File: config.mk
export PLATFORM = sky130hd
export DESIGN_NAME = filter_half_pipe
export DESIGN_NICKNAME = d
export VERILOG_FILES = /design/src/rtl/filter_half_pkg.sv /design/src/rtl/filter_half_lane.sv /design/src/rtl/filter_half_pipe.sv
export SDC_FILE = /design/constraint.sdc
export NUM_CORES = 1
export LEC_CHECK = 0
export CORE_ASPECT_RATIO = 1.75
export CORE_MARGIN = 3
export CORE_UTILIZATION = 35
export CTS_CLUSTER_SIZE = 14
export DETAILED_ROUTE_END_ITERATION = 10
export PLACE_DENSITY = 0.57
export RECOVER_POWER = 50
export SETUP_SLACK_MARGIN = 0.2
export SKIP_CTS_REPAIR_TIMING = 1
export SYNTH_ARGS = -nofsm -noshare
export SYNTH_HDL_FRONTEND = slang
export SYNTH_SLANG_ARGS = --single-unit
File: constraint.sdc
create_clock -name clk -period 4.62 [get_ports clk]
set_input_delay 0.462 -clock clk [delete_from_list [all_inputs] [get_ports clk]]
set_output_delay 0.462 -clock clk [all_outputs]
set_load 0.05 [all_outputs]
File: src/rtl/filter_half_pkg.sv
// Shared definitions for the half-pel filter pipeline.
// Build option: define FILTER_HALF_ROUND_EN for round-half-up averaging (default truncates).
package filter_half_pkg;

  localparam logic [1:0] MODE_H = 2'd0;
  localparam logic [1:0] MODE_V = 2'd1;
  localparam logic [1:0] MODE_D = 2'd2;

`ifdef FILTER_HALF_ROUND_EN
  localparam logic RoundBit = 1'b1;
`else
  localparam logic RoundBit = 1'b0;
`endif

  // Reserved encoding behaves as horizontal, so it is folded away at latch time.
  function automatic logic [1:0] mode_norm(input logic [1:0] mode);
    return (mode == 2'd3) ? MODE_H : mode;
  endfunction

endpackage

File: src/rtl/filter_half_lane.sv
// Combinational single-lane half-pel averager (avg for H/V, avg4 for D).
// Rounding follows filter_half_pkg::RoundBit (FILTER_HALF_ROUND_EN).
module filter_half_lane
  import filter_half_pkg::*;
#(
  parameter int unsigned PIX_W     = 8,
  parameter bit          LAST_LANE = 1'b0
) (
  input  logic [1:0]       mode,
  input  logic [PIX_W-1:0] cur_a,
  input  logic [PIX_W-1:0] cur_b,
  input  logic [PIX_W-1:0] prev_a,
  input  logic [PIX_W-1:0] prev_b,
  output logic [PIX_W-1:0] res
);

  localparam logic [PIX_W:0]   Rnd2 = {{PIX_W{1'b0}}, RoundBit};
  localparam logic [PIX_W+1:0] Rnd4 = {{PIX_W{1'b0}}, RoundBit, 1'b0};

  logic [PIX_W:0]   sum_h;
  logic [PIX_W:0]   sum_v;
  logic [PIX_W+1:0] sum_d;
  logic [PIX_W-1:0] avg_h;
  logic [PIX_W-1:0] avg_v;
  logic [PIX_W-1:0] avg_d;

  always_comb begin
    sum_h = {1'b0, cur_a} + {1'b0, cur_b} + Rnd2;
    sum_v = {1'b0, prev_a} + {1'b0, cur_a} + Rnd2;
    sum_d = {2'b00, prev_a} + {2'b00, prev_b} + {2'b00, cur_a} + {2'b00, cur_b} + Rnd4;
    avg_h = PIX_W'(sum_h >> 1);
    avg_v = PIX_W'(sum_v >> 1);
    avg_d = PIX_W'(sum_d >> 2);
  end

  // The rightmost lane has no right neighbour in H/D and outputs zero there.
  always_comb begin
    res = '0;
    unique case (mode)
      MODE_V: res = avg_v;
      MODE_D: if (!LAST_LANE) res = avg_d;
      default: if (!LAST_LANE) res = avg_h;
    endcase
  end

endmodule

File: src/rtl/filter_half_pipe.sv
// Pipelined half-pel filter: H/V/D modes, one-row line buffer, block row counting.
// Build option: FILTER_HALF_ROUND_EN selects round-half-up instead of truncation.
module filter_half_pipe
  import filter_half_pkg::*;
#(
  parameter int unsigned PIX_W    = 8,
  parameter int unsigned N_PIX    = 8,
  parameter int unsigned BLK_ROWS = 8
) (
  input  logic                     clk,
  input  logic                     rst,
  input  logic                     in_valid,
  output logic                     in_ready,
  input  logic                     in_sof,
  input  logic [1:0]               in_mode,
  input  logic [N_PIX*PIX_W-1:0]   in_pix,
  output logic                     out_valid,
  input  logic                     out_ready,
  output logic [N_PIX*PIX_W-1:0]   out_pix,
  output logic                     out_last,
  output logic [1:0]               out_mode
);

  localparam int unsigned    RowW    = $clog2(BLK_ROWS);
  localparam int unsigned    RowBits = N_PIX * PIX_W;
  localparam logic [RowW-1:0] LastRow = RowW'(BLK_ROWS - 1);

  logic [RowW-1:0]    row_q, row_d;
  logic [1:0]         mode_q, mode_d;
  logic               primed_q, primed_d;
  logic [RowBits-1:0] line_q;
  logic [RowBits-1:0] filt;

  logic               out_valid_q;
  logic [RowBits-1:0] out_pix_q;
  logic               out_last_q;
  logic [1:0]         out_mode_q;

  logic accept;
  logic emit;

  assign in_ready = !out_valid_q || out_ready;
  assign accept   = in_valid && in_ready;

  // Row state as it will be after the current input row; only committed on accept.
  always_comb begin
    mode_d   = mode_q;
    row_d    = row_q;
    primed_d = primed_q;
    if (in_sof) begin
      mode_d   = mode_norm(in_mode);
      row_d    = '0;
      primed_d = 1'b1;
    end else if (row_q != LastRow) begin
      row_d = row_q + 1'b1;
    end
    // V/D need a previous row, so the sof row only primes the buffer.
    emit = primed_d && ((mode_d == MODE_H) || (row_d != '0));
  end

  for (genvar k = 0; k < N_PIX; k++) begin : g_lane
    localparam int unsigned KB = (k < N_PIX - 1) ? k + 1 : k;

    filter_half_lane #(
      .PIX_W     (PIX_W),
      .LAST_LANE (k == N_PIX - 1)
    ) u_lane (
      .mode   (mode_d),
      .cur_a  (in_pix[k*PIX_W +: PIX_W]),
      .cur_b  (in_pix[KB*PIX_W +: PIX_W]),
      .prev_a (line_q[k*PIX_W +: PIX_W]),
      .prev_b (line_q[KB*PIX_W +: PIX_W]),
      .res    (filt[k*PIX_W +: PIX_W])
    );
  end

  always_ff @(posedge clk) begin
    if (rst) begin
      row_q       <= '0;
      mode_q      <= MODE_H;
      primed_q    <= 1'b0;
      line_q      <= '0;
      out_valid_q <= 1'b0;
      out_pix_q   <= '0;
      out_last_q  <= 1'b0;
      out_mode_q  <= MODE_H;
    end else begin
      if (accept) begin
        line_q      <= in_pix;
        row_q       <= row_d;
        mode_q      <= mode_d;
        primed_q    <= primed_d;
        out_valid_q <= emit;
        if (emit) begin
          out_pix_q  <= filt;
          out_last_q <= (row_d == LastRow);
          out_mode_q <= mode_d;
        end
      end else if (out_ready) begin
        out_valid_q <= 1'b0;
      end
    end
  end

  assign out_valid = out_valid_q;
  assign out_pix   = out_pix_q;
  assign out_last  = out_last_q;
  assign out_mode  = out_mode_q;

endmodule

==> flow_summary.ini <==
[status]
status = finished with violations
violations = capacitance limit, slew limit

[pwr]
p_leak_nw = 7.60
totalPowerFinal_mw = 5.13
peakVddDrop_mv = 0.167
powerDensity_nw_per_um2 = 313

[route]
ant_nets = 0
wl_per_cell_um = 19.8
drc = 0
totalWireLength_um = 47200
vias = 13000
first_iter_violations = 749
drtPass1Iterations = 5
vias_per_cell = 5.47

[yosys]
yosysSeqAreaShare_pct = 20.0
async_flop_share_pct = 0
yosysWarnings = 0
synth_area_um2 = 13800
synth_flop_cell = dfxtp_1
synth_cell_types = 67
synth_edf_count = 0
synthesis.nets = 2084
synth_cells = 1773
synth-seq-cells = 138
avgSynthCellArea_um2 = 7.81

[place]
placed_cell_area_um2 = 15700
gp_congestion = 0.891
portBuffers = 139
placed_cells = 2348
dp_hpwl_um = 36200

[timing]
final.setup_skew_ns = 0.0156
worst_pin_slew_ns = 2.61
worst_hold_slack_ns = 0.447
fmax_ghz = 0.255
hold_violations = 0
max_slew_margin_pct = -74.3
slew_violations = 105
tns_ns = 0
period_share_pct = 84.7
setup_viol = 0
rsz0062_at_grt = false
post-route-min-period_ns = 3.91

[setup_path]
required_ns = 4.97
regToRegSetupSlack_ns = 0.71
worst-r2r-cell-count = 16
path_cells = ha_1 > inv_1 > fa_1 > inv_1 > a21oi_1 > o21ai_0 > xnor2_1 > fa_1 > inv_1 > ha_1 > o21ai_0 > a21boi_0 > o21ai_0 > a21boi_0 > nor4_1 > o41ai_1
max_stage_delay_ns = 0.51
critPathMaxFanout = 5
path_buf_inv = 3
cpMaxStageDelayCell = fa_1
critical-path-top-delay-family = adder cells
cp-start-kind = flip-flop
r2r_start = line_q[40]
worst_setup_path_end_kind = flip-flop
cp_num_cells = 16
startpoint = line_q[40]
critPathKind = flip-flop to flip-flop
crit_arrival_ns = 4.27

[cts]
clkTransAtPathRegs_ns = 0.07
clk-insertion-delay-late_ns = 0.47
clock-sinks = 138
numCtsBuffers = 17
cts_max_level = 4
cts-root-buf = clkbuf_16
cts_tree = done
clockBufferDepth = 2

[floorplanning]
io_pins = 140
die_x_um = 156
start_util_pct = 35.7
num_rows = 95
die_area_um2 = 42100
fp.dieH_um = 269
core-area_um2 = 38700

[global_routing]
grt.overflow.total = 0
grt_usage_pct = 22.3
grt_pass1_wl_um = 72400
antenna_found_initial = 1
grt_pass1_vias = 13300
grt_max_degree = 81

[cells_and_area]
fin_nets = 2193
drive_gt1_share_pct = 4.85
layout.cells.non_filler = 2380
final_area_um2 = 16400
syn2layout_area_growth_pct = 18.1
antenna-diode-count = 0

[worst_hold_path]
min_from = primed_q
hp-class = flip-flop to flip-flop
whs_path_depth = 2

[flow_run]
cap_violations = 2
[synth_stat cells (4+ instances only)]
library cell | count | area share, %
nand2_1 | 238 | 6.5
inv_1 | 198 | 5.4
ha_1 | 169 | 15
a21oi_1 | 161 | 5.8
dfxtp_1 | 138 | 20
o21ai_0 | 126 | 4.6
nor2_1 | 103 | 2.8
fa_1 | 71 | 10
xnor2_1 | 66 | 4.2
a21o_1 | 64 | 3.5
nor3_1 | 57 | 2.1
clkbuf_1 | 46 | 1.2
xor2_1 | 40 | 2.5
a211oi_1 | 32 | 1.7
a21boi_0 | 17 | 0.92
a31oi_1 | 14 | 0.63
nor2b_1 | 14 | 0.63
buf_2 | 12 | 0.43
or3_1 | 12 | 0.54
nand3_1 | 11 | 0.40
o21a_1 | 11 | 0.60
and3_1 | 10 | 0.45
nand2b_1 | 10 | 0.45
nand3b_1 | 10 | 0.54
o211ai_1 | 10 | 0.54
buf_1 | 9 | 0.24
nor4_1 | 8 | 0.36
o21ai_2 | 7 | 0.44
o41ai_1 | 7 | 0.44
or2_2 | 7 | 0.32
nand4_1 | 6 | 0.27
o21bai_1 | 6 | 0.33
o22ai_1 | 6 | 0.27
a2111oi_2 | 5 | 0.54
a32oi_1 | 5 | 0.32
nor3b_1 | 5 | 0.27
o31ai_1 | 5 | 0.27
a22oi_1 | 4 | 0.22
o2111ai_1 | 4 | 0.25
o21ai_1 | 4 | 0.14
[report_power, final]
| group | internal (mW) | switching (mW) | leakage, nW |
|---|---|---|---|
| combinational | 0.905 | 1.32 | 6.17 |
| clock | 0.877 | 0.662 | 0.294 |
| sequential | 1.27 | 0.0835 | 1.13 |
[final cells by class]
class | count | area, um2
fill | 3931 | 22400
multi-input combinational | 1366 | 10100
sequential | 138 | 2760
timing repair buffer | 161 | 1560
inverter | 198 | 743
tap | 485 | 607
clock buffer | 18 | 439
clock inverter | 14 | 186
[layout by cell type (no fill, tap or decap), types with 6 or more instances in the layout]
cell,n
a211oi_1,32
a21boi_0,17
a21o_1,64
a21oi_1,161
a31oi_1,14
and3_1,10
buf_4,20
clkbuf_16,17
clkdlybuf4s50_1,69
dfxtp_1,138
dlygate4sd3_1,69
fa_1,71
ha_1,169
inv_1,198
nand2_1,237
nand2b_1,10
nand3_1,11
nand3b_1,10
nand4_1,6
nor2_1,103
nor2b_1,14
nor3_1,57
nor4_1,8
o211ai_1,10
o21a_1,10
o21ai_0,126
o21ai_2,6
o21bai_1,6
o22ai_1,6
o41ai_1,7
or2_2,7
or3_1,12
xnor2_1,66
xor2_1,40
[cell families after synthesis]
kind of cell | after synthesis | share of synthesized area, %
buf+inv | 269 | 7.59
flops | 138 | 20.0
simple gates | 510 | 16.8
fa+ha+maj | 240 | 25.5
mux | 2 | 0.145
compound gates | 508 | 23.2
xor+xnor | 106 | 6.71
[flip-flops by register name, indices dropped and copies added (netlist names)]
register	cells
out_mode	2
primed_q	1
out_pix	64
out_last	1
row_q	3
mode_q	2
line_q	64
out_valid	1
[metal layers]
layer	global-route usage, %	wire [um]	part of all wire (%)
met3	3.00	1900	4.0
met2	41.4	25300	54
met4	13.0	2820	6.0
met5	0	0	0
met1	23.4	17100	36
[per-stage QoR]
step / util, % / setup slack (ns)
after floorplan: - / 1.17
after global placement: 40.6 / 0.575
after detailed placement: 40.6 / 0.524
after CTS: 42.2 / 0.673
after global routing: 42.2 / 0.412
final: 42.2 / 0.705
[path summary, 6_finish.rpt]
path	end
worst max-delay path	out_pix[39]
worst min-delay path	primed_q
worst max register to register	out_pix[39]
worst min register to register	primed_q
[worst min-delay path, cell delays in order (launching register included)]
cell     delay (ns)
dfxtp_1        0.31
inv_1          0.04
a21oi_1        0.05
(Power assumes the default switching activity.)
